`config.mk`:
```
export PLATFORM = sky130hd
export DESIGN_NAME = timer_dev
export DESIGN_NICKNAME = d
export VERILOG_FILES = /design/src/rtl/timer_dev.sv
export SDC_FILE = /design/constraint.sdc
export NUM_CORES = 1
export LEC_CHECK = 0
export CORE_UTILIZATION = 50
export DETAILED_ROUTE_END_ITERATION = 7
export HOLD_SLACK_MARGIN = 0.1
export PLACE_DENSITY = 0.84
export SYNTH_ARGS = -nofsm -noshare
export SYNTH_HDL_FRONTEND = slang
export SYNTH_SLANG_ARGS = --single-unit
```
`constraint.sdc`:
```
create_clock -name clk -period 4.8 [get_ports clk]
set_input_delay 1.44 -clock clk [delete_from_list [all_inputs] [get_ports clk]]
set_output_delay 1.44 -clock clk [all_outputs]
set_load 0.02 [all_outputs]
```
`src/rtl/timer_dev.sv`:
```
// Bus-mapped countdown timer: CTRL/PRESET/COUNT word registers and a level
// interrupt (IM & pend). One-shot or auto-reload with a LOAD/CNT/INT sequence.
module timer_dev #(
  parameter int CNT_W = 32
) (
  input  logic        clk,
  input  logic        reset,
  input  logic [1:0]  addr,
  input  logic        we,
  input  logic [31:0] din,
  output logic [31:0] dout,
  output logic        irq
);

  typedef enum logic [1:0] {S_IDLE, S_LOAD, S_CNT, S_INT} state_e;

  state_e           state_q, state_d;
  logic [3:0]       ctrl_q, ctrl_d;
  logic [CNT_W-1:0] preset_q, preset_d;
  logic [CNT_W-1:0] count_q, count_d;
  logic             pend_q, pend_d;

  logic en, auto_rl, wr_ctrl, wr_pre, pend_set, pend_clr, hw_en_clr;

  assign en      = ctrl_q[0];
  assign auto_rl = (ctrl_q[2:1] == 2'b01);
  assign wr_ctrl = we && (addr == 2'd0);
  assign wr_pre  = we && (addr == 2'd1);
  assign irq     = ctrl_q[3] & pend_q;

  always_comb begin
    dout = '0;
    case (addr)
      2'd0:    dout = {28'd0, ctrl_q};
      2'd1:    dout = 32'(preset_q);
      2'd2:    dout = 32'(count_q);
      default: dout = '0;
    endcase
  end

  always_comb begin
    state_d   = state_q;
    count_d   = count_q;
    pend_set  = 1'b0;
    pend_clr  = 1'b0;
    hw_en_clr = 1'b0;
    case (state_q)
      S_IDLE: if (en) state_d = S_LOAD;
      S_LOAD: begin
        if (!en) state_d = S_IDLE;
        else begin
          count_d = preset_q;
          if (preset_q != '0) state_d = S_CNT;
          else begin
            state_d  = S_INT;
            pend_set = 1'b1;
          end
        end
      end
      S_CNT: begin
        if (!en) state_d = S_IDLE;
        else if (count_q <= CNT_W'(1)) begin
          // terminal count: park at zero rather than wrapping
          count_d  = '0;
          state_d  = S_INT;
          pend_set = 1'b1;
        end else count_d = count_q - CNT_W'(1);
      end
      S_INT: begin
        if (!en) state_d = S_IDLE;
        else if (auto_rl) begin
          state_d  = S_LOAD;
          pend_clr = 1'b1;
        end else begin
          state_d   = S_IDLE;
          hw_en_clr = 1'b1;
        end
      end
      default: state_d = S_IDLE;
    endcase
  end

  // CPU writes are applied last so they win over hardware EN-clear / pend-set.
  always_comb begin
    ctrl_d   = ctrl_q;
    preset_d = preset_q;
    pend_d   = pend_q;
    if (pend_set)  pend_d = 1'b1;
    if (pend_clr)  pend_d = 1'b0;
    if (hw_en_clr) ctrl_d[0] = 1'b0;
    if (wr_ctrl) begin
      ctrl_d = din[3:0];
      pend_d = 1'b0;
    end
    if (wr_pre) begin
      preset_d = din[CNT_W-1:0];
      pend_d   = 1'b0;
    end
  end

  always_ff @(posedge clk) begin
    if (!reset) begin
      state_q  <= S_IDLE;
      ctrl_q   <= '0;
      preset_q <= '0;
      count_q  <= '0;
      pend_q   <= 1'b0;
    end else begin
      state_q  <= state_d;
      ctrl_q   <= ctrl_d;
      preset_q <= preset_d;
      count_q  <= count_d;
      pend_q   <= pend_d;
    end
  end

endmodule

```
==> results.md <==
* Most frequent cell on the critical path: clkdlybuf4s50_1
* Worst-path cell chain: clkdlybuf4s50_1 -> nor2b_2 -> buf_12 -> a22o_1 -> clkdlybuf4s50_1
* R2R setup slack at 1.97 ns
* WP buf/inv at 3
* Die X at 93.71 µm
* Clk slew on worst S/H paths at 0.08 ns
* Post-route antenna net violation count at 0
* Clock Tree Buf Depth at 2
* Placed inst area at 4984 µm²
* Avg Inst Size Synth at 7.550 µm²
* Fraction of layout cells with a size suffix above 1 at 7.341%
* GRT Overall Usage at 30.23%
* Most frequent cells in the layout: 89 x nand2_1, 71 x dfxtp_1, 69 x a21oi_1, 69 x clkdlybuf4s50_1, 52 x o21ai_0
* Worst slew pin tran at 1.236 ns
* Critical-path top delay cell: clkdlybuf4s50_1
* Die H at 93.71 µm
* Unrepaired setup endpoints after global routing: false
* VDD IR max at 0.1730 mV
* Cell Rows at 33
* Outcome: complete, but fails checks
* Io pins at 70
* Yosys reg bits at 71
* Post-Syn Nets at 601
* Top FF cell, synth: dfxtp_1
* Vias at 4673
* WL final at 12970 µm
* Initial antenna violation count at 0
* Drt pass-1 iters at 8
* Fin. Hold Viols at 0
* Vias per inst at 6.508
* Largest net degree at the start of global routing at 33
* Power Internal at 1.006 mW
* Multi-input gate area at 2580 µm²
* Setup TNS at 0 ns
* Async SR Flop Fraction at 0%
* Fin nets at 652
* # Post-CTS Setup Buffers at 0
* Yosys cell types at 55
* Warnings from Yosys at 0
* Critical Path Sink Type: output pin
* DPL Wire Length at 8893 µm
* H-tree levels at 3
* N_diodes at 0
* Die area at 8782 µm²
* Tcrit/Tclk final at 96.41%
* F_max at 216.1 MHz
* Post_cts resized at 0
* Crit path max-delay family: buffers and inverters
* Most common cell after layout, fill and taps aside: nand2_1
* Final instance area at 5204 µm²
* Starting Density at 51.44%
* Number of port buffers at 69
* Synthesized instance count at 557
* Post-synth EDFFs at 0
* Failing checks: design-rule violations
* Root Buffer: clkbuf_8
* Core area at 8175 µm²
* Area delta synth->final at 23.74%
* Final Max Slew Viols at 0
* Power Total at 1.416 mW
* Final setup vio count at 0
* Register area share after synthesis at 33.80%
* Reg area at 1421 µm²
* Net Sw Power at 0.4099 mW
* Comb power frac at 17.5%
* Crit path kind: in -> out
* CTS buffer count at 9
* DRT iter0 DRCs at 454
* Critical Path Fanout Max at 31
* Number of global-route vias before repair at 4410
* Slew Limit Headroom at 16.86%
* Leak Pwr at 2.056 nW
* Maxcap violations at 0
* Final Skew at 0.006974 ns
* Post-CTS Hold Buffers at 0
* Critical path launch point type: primary input
* Num Clock Sinks at 71
* Synthesized area at 4205 µm²
* CTS tree: yes
* PnR worst setup slack at 0.1721 ns
* Total gr overflow at 0
* PwrDens at 272.1 nW/µm²
* CP arrival at 3.19 ns
* Critical path required time at 3.36 ns
* Skew-Pair Late Insertion Delay at 0.35 ns
* Clock power share at 38.3%
* FILL cells at 719
* Sequential Power Share at 44.2%
* First-pass GRT wire length at 21000 µm
* Max stage delay on crit path at 0.60 ns
* DR DRC count at 1
* Hold_ws at 0.4479 ns
* WL/cell at 18.07 µm
* Post-placement setup slack at 0.1890 ns
* Sw Ratio at 28.94%
* Hold Path Class: reg -> reg
* Tmin final at 4.628 ns
* Gpl congestion at 0.9108
-- sequential cells by signal, indices dropped and copies added, names as in the netlist --
signal and count:
count_q 32, ctrl_q 4, preset_q 32, pend_q 1, state_q 2
-- worst reg2reg max path, stage by stage, from the launching register on --
cell	delay [ns]
dfxtp_1	0.38
or4_4	0.58
nor4_1	0.95
nand4_1	0.25
a21o_1	0.23
a221oi_1	0.34
-- layer usage --
metal  part of all wire [%]  wire [µm]  global-route usage (%)  vias up
met4                    4.4        570                   16.03        0
met5                      0          0                       0        -
met1                     41       5285                   38.03     2109
li1                       -          -                       -     2159
met3                    9.4       1216                   5.906       84
met2                     45       5900                   48.66      321
-- cells in the mapped netlist (all sizes together) (9+ instances only) --
cell type  number  area (µm²)
nand2          89       334.1
a21o           10       75.07
a21oi          69       345.3
a22o           28       245.2
inv            15       56.30
or4            11       90.08
nor3            9       50.05
nor2           27       101.4
nor4           18       125.1
dfxtp          71        1421
mux2i           9       90.09
clkbuf         34       127.6
o21ai          53       265.3
-- kinds of logic (layout without fill, tap and decap cells) --
family          count (synthesis)  count (layout)  share of synthesized area (%)
buf+inv                        55             111                          4.969
fa+ha+maj                       7               7                          2.083
mux                             9               9                          2.142
compound gates                204             204                          31.30
xor+xnor                        5               5                          1.042
flops                          71              71                          33.80
simple gates                  206             206                          24.67
-- through the flow --
| step | std cells | utilization (%) |
|---|---|---|
| finish | 718 | 63.65 |
| global route | 718 | 63.65 |
| CTS | 718 | 63.65 |
| detailed placement | 702 | 60.96 |
| global placement | 702 | 60.96 |
| floorplan | 557 | - |
-- area by class of cell --
class                   count  share of cell area (%)
multi-input cells         431                   49.58
clock buffers              10                   2.453
inverters                  16                   1.154
repair buffers             79                   15.20
clock inverters             6                   1.779
well taps                 105                   2.525
flip-flops and latches     71                   27.31
-- worst paths after layout --
check	cells past startpoint	to	startpoint
min	2	pend_q	pend_q
max reg2reg	5	count_q[29]	count_q[9]
max	5	dout[4]	addr[0]
min reg2reg	2	pend_q	pend_q
-- power groups by stage --
stage	combinational (mW)	sequential, mW	clock, mW
floorplan	0.155	0.631	0
global placement	0.235	0.638	0
detailed placement	0.241	0.639	0
CTS	0.243	0.625	0.546
global route	0.267	0.629	0.573
finish	0.248	0.626	0.542
Power figures use the tool's default switching activity.
